File: config.mk
export PLATFORM = sky130hd
export DESIGN_NAME = fifo_group_accum_flat
export DESIGN_NICKNAME = d
export VERILOG_FILES = /design/src/rtl/fifo_group_accum_if.sv /design/src/rtl/fifo_group_accum.sv /design/src/flat_wrapper.sv
export SDC_FILE = /design/constraint.sdc
export NUM_CORES = 1
export LEC_CHECK = 0
export ABC_AREA = 0
export CAP_MARGIN = 20
export CORE_UTILIZATION = 57
export DETAILED_ROUTE_END_ITERATION = 7
export HOLD_SLACK_MARGIN = 0.05
export PLACE_DENSITY = 0.95
export SYNTH_ARGS = -nofsm -noshare
export SYNTH_HDL_FRONTEND = slang
export SYNTH_SLANG_ARGS = --single-unit
File: constraint.sdc
create_clock -name CLK -period 4 [get_ports CLK]
set_input_delay 0.8 -clock CLK [delete_from_list [all_inputs] [get_ports CLK]]
set_output_delay 0.8 -clock CLK [all_outputs]
set_load 0.02 [all_outputs]
File: src/rtl/fifo_group_accum_if.sv
// Handshake bundle between fifo_group_accum, its upstream FIFO (first/deq) and its downstream enq sink.
// The slave modport is the accumulator's view; master is the view of whatever drives it.
interface fifo_group_accum_if #(
  parameter int DATA_WIDTH = 32
);
  logic [DATA_WIDTH-1:0] in_first;
  logic                  in_first__RDY;
  logic                  in_deq__RDY;
  logic                  in_deq__ENA;
  logic                  out_enq__RDY;
  logic                  out_enq__ENA;
  logic [DATA_WIDTH-1:0] out_enq_v;
  logic                  busy;
  logic [15:0]           group_count;

  modport master (
    output in_first, in_first__RDY, in_deq__RDY, out_enq__RDY,
    input  in_deq__ENA, out_enq__ENA, out_enq_v, busy, group_count
  );

  modport slave (
    input  in_first, in_first__RDY, in_deq__RDY, out_enq__RDY,
    output in_deq__ENA, out_enq__ENA, out_enq_v, busy, group_count
  );
endinterface

File: src/rtl/fifo_group_accum.sv
// Drains an upstream FIFO word by word, sums each run of GROUP words and pushes
// the sum downstream; accumulation and emission never overlap.
module fifo_group_accum #(
  parameter int GROUP      = 4,
  parameter int DATA_WIDTH = 32
) (
  input logic              CLK,
  input logic              nRST,
  fifo_group_accum_if.slave bus
);

  typedef enum logic [0:0] {ACCUM, EMIT} state_t;

  localparam logic [7:0] LAST = 8'(GROUP - 1);

  state_t                state, state_next;
  logic [7:0]            count, count_next;
  logic [DATA_WIDTH-1:0] acc, acc_next;
  logic [15:0]           group_count_q, group_count_next;
  logic                  pop, push;

  always_ff @(posedge CLK) begin
    if (!nRST) begin
      state         <= ACCUM;
      count         <= '0;
      acc           <= '0;
      group_count_q <= '0;
    end else begin
      state         <= state_next;
      count         <= count_next;
      acc           <= acc_next;
      group_count_q <= group_count_next;
    end
  end

  always_comb begin
    state_next       = state;
    count_next       = count;
    acc_next         = acc;
    group_count_next = group_count_q;
    pop              = 1'b0;
    push             = 1'b0;
    case (state)
      ACCUM: begin
        pop = bus.in_first__RDY & bus.in_deq__RDY;
        if (pop) begin
          // The first word of a group overwrites whatever the last sum left behind.
          acc_next = (count == 8'd0) ? bus.in_first : acc + bus.in_first;
          if (count == LAST) begin
            count_next = '0;
            state_next = EMIT;
          end else begin
            count_next = count + 8'd1;
          end
        end
      end
      EMIT: begin
        push = bus.out_enq__RDY;
        if (push) begin
          state_next       = ACCUM;
          group_count_next = group_count_q + 16'd1;
        end
      end
      default: state_next = ACCUM;
    endcase
  end

  // Handshakes and status are held low while reset is asserted.
  assign bus.in_deq__ENA  = pop & nRST;
  assign bus.out_enq__ENA = push & nRST;
  assign bus.out_enq_v    = nRST ? acc : '0;
  assign bus.busy         = nRST & ((state == EMIT) | (count != 8'd0));
  assign bus.group_count  = group_count_q;

endmodule

File: src/flat_wrapper.sv
// flat-port wrapper written by rule: the top's interface ports become plain ports
module fifo_group_accum_flat 
#(
  parameter int GROUP      = 4,
  parameter int DATA_WIDTH = 32
)
  (CLK, nRST, bus_in_first, bus_in_first__RDY, bus_in_deq__RDY, bus_out_enq__RDY, bus_in_deq__ENA, bus_out_enq__ENA, bus_out_enq_v, bus_busy, bus_group_count);
  fifo_group_accum_if #(.DATA_WIDTH(DATA_WIDTH)) bus_i ();
  input logic CLK;
  input logic nRST;
  input wire logic [$bits(bus_i.in_first)-1:0] bus_in_first;
  input wire logic [$bits(bus_i.in_first__RDY)-1:0] bus_in_first__RDY;
  input wire logic [$bits(bus_i.in_deq__RDY)-1:0] bus_in_deq__RDY;
  input wire logic [$bits(bus_i.out_enq__RDY)-1:0] bus_out_enq__RDY;
  output wire logic [$bits(bus_i.in_deq__ENA)-1:0] bus_in_deq__ENA;
  output wire logic [$bits(bus_i.out_enq__ENA)-1:0] bus_out_enq__ENA;
  output wire logic [$bits(bus_i.out_enq_v)-1:0] bus_out_enq_v;
  output wire logic [$bits(bus_i.busy)-1:0] bus_busy;
  output wire logic [$bits(bus_i.group_count)-1:0] bus_group_count;
  assign bus_i.in_first = bus_in_first;
  assign bus_i.in_first__RDY = bus_in_first__RDY;
  assign bus_i.in_deq__RDY = bus_in_deq__RDY;
  assign bus_i.out_enq__RDY = bus_out_enq__RDY;
  assign bus_in_deq__ENA = bus_i.in_deq__ENA;
  assign bus_out_enq__ENA = bus_i.out_enq__ENA;
  assign bus_out_enq_v = bus_i.out_enq_v;
  assign bus_busy = bus_i.busy;
  assign bus_group_count = bus_i.group_count;
  fifo_group_accum #(.GROUP(GROUP), .DATA_WIDTH(DATA_WIDTH)) u_core (.CLK(CLK), .nRST(nRST), .bus(bus_i));
endmodule
==> qor.yml, run 1 <==
fillers: 521
cts_made_buffers: 9
area_growth_syn_to_layout_pct: 24.9
worstHoldStart: "u_core.acc[2]"
synth-main-ff-cell: "dfxtp_1"
tns_ps: 0
antenna_found_initial: 0
grt_pass1_wl_um: 21100
powerDensity_nw_per_um2: 292
fmax_mhz: 299
die_area_um2: 8130
yosysSeqAreaShare: 0.258
drt_iter0_drc: 361
synth.most_common_cell: "nand2_1"
setup_viol: 0
io_pins: 88
critPathArrivalTime_ps: 3600
fin_util: 0.751
wire_per_inst_um: 16.5
worst_path_dominant_cell_family: "compound AO/OA/AOI/OAI gates"
cts_buffer_depth: 2
num_rows: 31
cp-end-kind: "flop"
grt_max_degree: 45
vias_per_cell: 6.17
rsz0062_at_grt: "false"
core_area_um2: 7370
synth_top_area_frac: 0.258
post-dp-hpwl_um: 9090
final_cells: 764
clk_latency_ps: 350
path_max_fanout: 4
die_x_um: 90.2
synthArstFlopShare: 0
cp.buffers_inverters: 1
hp-class: "reg -> reg"
min_period_ps: 3350
hold_viol_final: 0
p_clk_frac: 0.306
avgSynthCellArea_um2: 7.61
seqPwrFrac: 0.377
syn-instance-count: 582
start_util: 0.601
globalplace.congestion: 0.939
min_delay_worst_endpoint: "u_core.acc[2]"
crit_path_top_delay_cell: "clkdlybuf4s50_1"
n_antenna_cell: 0
postCtsSetupBuffers: 0
track_usage: 0.313
worstReg2RegEnd: "u_core.acc[30]"
p_int_mw: 1.03
dpl_cell_area_um2: 5360
worst-setup-path-type: "in -> reg"
fin_area_um2: 5540
vias: 4716
grt_pass1_vias: 4531
r2r_slack_ps: 1240
ant_nets: 0
synth_area_um2: 4430
clock_skew_ps: 12.5
vdd_drop_max_mv: 0.175
ys_types: 61
dr.pass1.iters: 6
combPwrFrac: 0.317
p_sw_frac: 0.362
min_path_cells: 2
worstReg2RegStart: "u_core.acc[0]"
required_ps: 4250
yosys.area.top_type: "dfxtp_1"
worst_slew_pin_slew_ps: 772
synth_area_leaders: "dfxtp_1 (26%), ha_1 (9.6%), nand2_1 (7.4%)"
grt_overflow_total: 0
worstRegToRegCells: 10
setup_ws_ps: 651
drv_slew: 0
preCtsSetupSlack_ps: 310
p_sw_uw: 585
finalCritPeriodShare: 0.837
htreeDepth: 3
path_cells: "clkdlybuf4s50_1, ha_1, fa_1, a21o_1, a221oi_2, a21o_1, o2111ai_1, nand4_1, nand3_1, xnor2_1, a2111oi_2"
cts_tree: "yes"
cellLeakagePower_nw: 2.21
path_clk_slew_ps: 80
dp.cells: 748
ctsResizeCount: 0
cts_hold_buf: 0
fin_nets: 732
port_buffers: 87
cp_slowest_stage_delay_ps: 430
maxCapViolations: 0
ys.warnings.count: 0
synth_nets: 654
clock-root-buffer: "clkbuf_8"
synth_edf_count: 0
cts_sinks: 57
status: "finished clean"
start_kind: "primary input"
wirelength_um: 12600
crit_top_cell: "a21o_1"
fp.dieH_um: 90.2
ys_top_cells_by_count: "nand2_1 (87), dfxtp_1 (57), nor2_1 (48)"
drc: 0
relSlewSlack: 0.485
synth_seq_cells: 57
drive_gt1_frac: 0.0632
[power by group through the flow]
stage               Clock, mW  Combinational (mW)  Sequential [mW]
global route            0.518               0.556            0.613
global placement            0               0.486            0.620
finish                  0.494               0.512            0.610
floorplan                   0               0.353            0.617
CTS                     0.490               0.504            0.609
detailed placement          0               0.499            0.622
[layer usage]
layer	GRT usage	wire (um)	share of wire
met5	0.0385	0	0
met4	0.0981	223	0.018
met3	0.0541	1060	0.084
met2	0.532	6070	0.48
met1	0.398	5280	0.42
[per-stage QoR]
stage / hold slack [ps] / power (mW)
final: 496 / 1.62
after global routing: 509 / 1.69
after CTS: 496 / 1.60
after detailed placement: 486 / 1.12
after global placement: 458 / 1.11
after floorplan: 444 / 0.969
[how the worst max path moves through the flow]
| stage | start | endpoint | cells past startpoint |
|---|---|---|---|
| 2_1_floorplan | bus_in_first[0] | u_core.acc[30] | 10 |
| 3_3_place_gp | bus_in_first[0] | u_core.acc[30] | 11 |
| 3_5_place_dp | bus_in_first[0] | u_core.acc[30] | 11 |
| 4_1_cts | bus_in_first[0] | u_core.acc[30] | 11 |
| 5_1_grt | bus_in_first[0] | u_core.acc[30] | 11 |
| 6_report | bus_in_first[0] | u_core.acc[30] | 11 |
[cells in the final DEF (no fill, tap or decap), types with 4 or more instances in the layout]
cell             instances
and3_1                   7
ha_1                    34
o211ai_1                 6
mux2i_1                  4
xnor2_1                 23
xor2_1                  20
nand3_1                 16
and2_1                  34
nand2b_1                 8
dfxtp_1                 57
clkbuf_8                 9
a311oi_1                10
nor3_1                  13
nand2_1                 87
nor2_1                  48
a21oi_1                 47
a21o_1                  15
inv_1                   11
nand4_1                 18
buf_4                    5
or3_1                    6
a31oi_1                 10
o21ai_0                 30
clkdlybuf4s50_1         87
o21bai_1                 4
[area by class of cell]
cell class / instances / area, um^2 / area share
clock inverters: 7 / 47.5 / 0.00859
well taps: 99 / 124 / 0.0224
flip-flops and latches: 57 / 1140 / 0.206
inverters: 12 / 45.0 / 0.00814
multi-input cells: 487 / 3130 / 0.565
repair buffers: 93 / 928 / 0.168
clock buffers: 9 / 124 / 0.0224
[flip-flops by register name, indices dropped and copies added, names as in the netlist]
signal	flops
u_core.state	1
u_core.count	8
u_core.acc	32
u_core.bus.group_count	16
[worst reg2reg max path, cell delays in order, from the launching register on]
cell       delay [ps]
dfxtp_1           330
ha_1              210
fa_1              410
a21o_1            230
a221oi_2          390
a21o_1            220
o2111ai_1         160
nand4_1           150
nand3_1            90
xnor2_1           140
a2111oi_2         350
[cells by family after synthesis]
group | after synthesis | synth area share
simple gates | 255 | 0.281
compound gates | 150 | 0.230
flops | 57 | 0.258
xor+xnor | 43 | 0.0850
buf+inv | 38 | 0.0370
fa+ha+maj | 35 | 0.101
mux | 4 | 0.00904
Note: power is estimated with default switching activity, not from simulation.
==> run 2: changes to the inputs <==
- CORE_UTILIZATION: 57 -> 53
- PLACE_DENSITY: 0.95 -> 0.94
- clock period: 4 -> 3.15 ns (I/O delays scaled with it)
==> qor.yml, run 2 (synthesis results as in run 1) <==
rsz0062_at_grt: "false"  # unchanged
top_register: "u_core.acc"  # unchanged
clock-root-buffer: "clkbuf_8"  # unchanged
fmax_mhz: 334
io_pins: 88  # unchanged
required_ps: 3400  # was 4250 ps
post-dp-hpwl_um: 10000  # was 9090 um
drv_slew: 0  # unchanged
clock_skew_ps: 9.08  # was 12.5 ps
cp-end-kind: "flop"  # unchanged
status: "finished clean"  # unchanged
largest_reg_flops: 32  # unchanged
core_area_um2: 7890  # was 7370 um^2
final_cells: 798  # was 764
dr.pass1.iters: 5  # was 6
met3_length_um: 984  # was 1060 um
drive_gt1_frac: 0.106  # was 0.0632
start_util: 0.562  # was 0.601
path_max_fanout: 4  # unchanged
cellLeakagePower_nw: 2.37  # was 2.21 nW
area_growth_syn_to_layout_pct: 31.1  # was 24.9%
drc: 0  # unchanged
r2r_slack_ps: 550  # was 1240 ps
hold_viol_final: 0  # unchanged
maxCapViolations: 0  # unchanged
htreeDepth: 3  # unchanged
cts_tree: "yes"  # unchanged
drt_iter0_drc: 389  # was 361
n_antenna_cell: 0  # unchanged
port_buffers: 87  # unchanged
setup_viol: 0  # unchanged
antenna_found_initial: 0  # unchanged
highest_layer: "met4"  # unchanged
worstHoldStart: "u_core.acc[2]"  # unchanged
grt_pass1_wl_um: 22500  # was 21,100 um
vias_per_cell: 6.12  # was 6.17
worst_slew_pin_slew_ps: 543  # was 772 ps
clk_latency_ps: 350  # about the same
wl_met2_um: 6760  # was 6070 um
worstReg2RegStart: "u_core.acc[0]"  # unchanged
relSlewSlack: 0.637  # was 0.485
fp.dieH_um: 93.4  # was 90.2 um
grt_overflow_total: 0  # unchanged
wirelength_um: 13800  # was 12,600 um
tns_ps: 0  # unchanged
finalCritPeriodShare: 0.951
die_x_um: 93.4  # was 90.2 um
cts_sinks: 57  # unchanged
powerDensity_nw_per_um2: 382  # was 292 nW/um^2
num_rows: 32  # was 31
hp-class: "reg -> reg"  # unchanged
postCtsSetupBuffers: 0  # unchanged
min_period_ps: 3000
vdd_drop_max_mv: 0.211  # was 0.175 mV
fin_nets: 763  # was 732
final_cell_mix: "nand2_1 (87), clkdlybuf4s50_1 (87), dfxtp_1 (57)"  # unchanged
hold_slack_ps: 487  # was 496 ps
ant_nets: 0  # unchanged
worst-setup-path-type: "in -> reg"  # unchanged
min_delay_worst_endpoint: "u_core.acc[2]"  # unchanged
cts_made_buffers: 9  # unchanged
die_area_um2: 8730  # was 8130 um^2
dp.cells: 782  # was 748
wire_per_inst_um: 17.3  # was 16.5 um
globalplace.congestion: 0.917  # was 0.939
min_path_cells: 2  # unchanged
fillers: 555  # was 521
start_kind: "primary input"  # unchanged
worstRegToRegCells: 11  # was 10
cts_buffer_depth: 2  # unchanged
grt_pass1_vias: 4821  # was 4,531
grt_max_degree: 45  # unchanged
drt-met1-wl_um: 5740  # was 5280 um
vias: 4880  # was 4,716
critPathArrivalTime_ps: 3250  # was 3600 ps
path_clk_slew_ps: 70  # was 80 ps
worstReg2RegEnd: "u_core.acc[30]"  # unchanged
track_usage: 0.325  # was 0.313
==> run 2: area by class of cell <==
class	count	area, um^2	share of cell area
Clock buffer	10	138	0.0237
Clock inverter	6	67.6	0.0116
Inverter	12	45.0	0.00776
Multi-Input combinational cell	487	3130	0.539
Sequential cell	57	1140	0.196
Tap cell	102	128	0.0220
Timing Repair Buffer	124	1160	0.200
==> run 2: critical path: stages <==
cell and delay [ps]:
clkdlybuf4s50_1 420, ha_1 250, fa_2 370, a21o_1 210, a221oi_2 200, buf_4 170, a21o_1 130, o2111ai_1 160
nand4_1 140, nand3_1 90, xnor2_1 140, a2111oi_2 330
==> run 2: repair_timing <==
item,4_1_cts,5_1_grt
resized for setup,0,1
setup endpoints to repair,0,2
hold buffers,0,0
==> run 2: worst max path at each step <==
| stage | from | slack (ps) | cells after the start | endpoint |
|---|---|---|---|---|
| 4_1_cts | bus_in_first[0] | 90 | 12 | u_core.acc[30] |
| 3_5_place_dp | bus_in_first[0] | -270 | 12 | u_core.acc[30] |
| 2_1_floorplan | bus_in_first[0] | 340 | 10 | u_core.acc[30] |
| 5_1_grt | bus_in_first[0] | 20 | 12 | u_core.acc[30] |
| 3_3_place_gp | bus_in_first[0] | -200 | 12 | u_core.acc[30] |
| 6_report | bus_in_first[0] | 150 | 12 | u_core.acc[30] |
==> run 2: power breakdown <==
part,internal (mW),leakage (nW),switching (mW)
clock network,0.388,0.0985,0.344
logic,0.317,1.80,0.394
registers,0.752,0.465,0.0240
total,1.46,2.37,0.761
==> run 2: per-layer routing <==
layer / up-vias / global-route usage
met1: 2310 / 0.398
met4: 0 / 0.133
met5: - / 0
li1: 2297 / -
met3: 42 / 0.0561
met2: 231 / 0.561
==> run 2: stage by stage <==
step	util	setup WS, ps	area [um^2]	power (mW)
CTS	0.736	86.5	5810	2.20
finish	0.736	153	5810	2.22
floorplan	-	341	4430	1.23
global route	0.736	21.5	5810	2.31
detailed placement	0.710	-271	5600	1.48
global placement	0.710	-201	5600	1.46
==> run 3: changes to the inputs <==
- CELL_PAD_IN_SITES_DETAIL_PLACEMENT: not set -> 0
- CELL_PAD_IN_SITES_GLOBAL_PLACEMENT: not set -> 2
- CORE_UTILIZATION: 53 -> 30
- PLACE_DENSITY: 0.94 -> 0.93
==> qor.yml, run 3 (synthesis results as in run 1) <==
start_util: 0.306  # was 0.562
fp.dieH_um: 124  # was 93.4 um
cts_tree: "yes"  # unchanged
p_total_mw: 2.43  # was 2.22 mW
dr.pass1.iters: 5  # unchanged
start_kind: "primary input"  # unchanged
top_register: "u_core.acc"  # unchanged
status: "finished clean"  # unchanged
path_max_fanout: 5  # was 4
clock-root-buffer: "clkbuf_16"  # was clkbuf_8
highest_layer: "met4"  # unchanged
finalCritPeriodShare: 0.945  # was 0.951
setup_viol: 0  # unchanged
p_sw_frac: 0.309  # was 0.343
wl_met2_um: 6370  # was 6760 um
largest_reg_flops: 32  # unchanged
clock_skew_ps: 5.75  # was 9.08 ps
dpl_cell_area_um2: 5700  # was 5600 um^2
wire_per_inst_um: 15.3  # was 17.3 um
ant_nets: 0  # unchanged
vias_per_cell: 5.24  # was 6.12
rsz0062_at_grt: "false"  # unchanged
antenna_found_initial: 0  # unchanged
num_rows: 44  # was 32
maxCapViolations: 0  # unchanged
p_sw_uw: 750  # was 761 uW
p_int_mw: 1.67  # was 1.46 mW
n_antenna_cell: 0  # unchanged
path_clk_slew_ps: 50  # was 70 ps
combPwrFrac: 0.291  # was 0.320
vias: 4609  # was 4,880
die_area_um2: 15300  # was 8730 um^2
cts_buffer_depth: 2  # unchanged
cellLeakagePower_nw: 2.41  # was 2.37 nW
worst_slew_pin_slew_ps: 526  # was 543 ps
required_ps: 3420  # was 3400 ps
met3_length_um: 622  # was 984 um
fin_nets: 763  # unchanged
hp-class: "reg -> reg"  # unchanged
critPathArrivalTime_ps: 3240  # was 3250 ps
drt_iter0_drc: 223  # was 389
fmax_mhz: 336  # was 334 MHz
port_buffers: 87  # unchanged
vdd_drop_max_mv: 0.257  # was 0.211 mV
wirelength_um: 13400  # was 13,800 um
relSlewSlack: 0.650  # was 0.637
powerDensity_nw_per_um2: 404  # was 382 nW/um^2
seqPwrFrac: 0.320  # was 0.350
grt_pass1_wl_um: 22000  # was 22,500 um
io_pins: 88  # unchanged
die_x_um: 124  # was 93.4 um
p_clk_frac: 0.389  # was 0.330
min_period_ps: 2980  # was 3000 ps
core_area_um2: 14500  # was 7890 um^2
grt_max_degree: 45  # unchanged
grt_overflow_total: 0  # unchanged
fillers: 1467  # was 555
hold_slack_ps: 471  # was 487 ps
htreeDepth: 3  # unchanged
track_usage: 0.186  # was 0.325
globalplace.congestion: 0.882  # was 0.917
worst-setup-path-type: "in -> reg"  # unchanged
hold_viol_final: 0  # unchanged
tns_ps: 0  # unchanged
clk_latency_ps: 340  # was 350 ps
final_cell_mix: "nand2_1 (87), clkdlybuf4s50_1 (87), dfxtp_1 (57)"  # unchanged
cts_hold_buf: 0  # unchanged
fin_area_um2: 6000  # was 5810 um^2
cts_sinks: 57  # unchanged
drv_slew: 0  # unchanged
drive_gt1_frac: 0.106  # about the same
area_growth_syn_to_layout_pct: 35.4  # was 31.1%
post-dp-hpwl_um: 10100  # was 10000 um
drc: 0  # unchanged
cp-end-kind: "flop"  # unchanged
drt-met1-wl_um: 6210  # was 5740 um
cts_made_buffers: 9  # unchanged
grt_pass1_vias: 4499  # was 4,821
run 3: cell types whose count changed in the layout (fill, tap and decap cells not counted), sizes merged:
cell      delta
clkbuf       +1
clkinvlp     -2
run 3: cell type report:
| class | instances | area [um^2] | area share |
|---|---|---|---|
| repair buffers | 124 | 1160 | 0.194 |
| inverters | 12 | 45.0 | 0.00751 |
| clock inverters | 4 | 45.0 | 0.00751 |
| flip-flops and latches | 57 | 1140 | 0.190 |
| well taps | 184 | 230 | 0.0384 |
| clock buffers | 11 | 233 | 0.0388 |
| multi-input cells | 487 | 3140 | 0.524 |
run 3: per-stage QoR:
stage	instances	util	setup slack (ps)
finish	879	0.414	174
global route	879	0.414	28.9
CTS	878	0.413	70.1
detailed placement	863	0.393	-280
global placement	863	0.393	-196
floorplan	582	-	341
run 3: repair_timing:
item / 4_1_cts / 5_1_grt
endpoints found under the hold margin: 0 / 0
gates resized for setup: 0 / 4
setup buffers: 0 / 1
setup endpoints to repair: 0 / 6
run 3: worst max-delay path, cell delays in order:
cell	delay, ps
clkdlybuf4s50_1	450
ha_1	380
or2_2	310
a21o_1	180
a21oi_1	260
buf_4	170
o21ai_0	180
a31oi_1	290
xnor2_1	160
nand2_1	70
a31oi_1	160
run 3: power by group through the flow:
stage	combinational [mW]	sequential (mW)	clock (mW)
4_1_cts	0.697	0.776	0.976
5_1_grt	0.776	0.780	1.01
3_5_place_dp	0.690	0.790	0
2_1_floorplan	0.448	0.783	0
3_3_place_gp	0.684	0.789	0
6_report	0.705	0.776	0.944
run 3: worst paths after layout:
kind | start | end | slack, ps | cells past startpoint
worst max-delay path | bus_in_first[8] | u_core.acc[14] | 170 | 11
worst min-delay path | u_core.acc[2] | u_core.acc[2] | 470 | 2
worst max register to register | u_core.acc[8] | u_core.acc[14] | 610 | 10
worst min register to register | u_core.acc[2] | u_core.acc[2] | 470 | 2
run 3: routing by layer:
layer	GRT usage	vias to the layer above
met5	0	-
met4	0.0655	0
met3	0.0411	22
met2	0.311	118
met1	0.235	2171
li1	-	2298
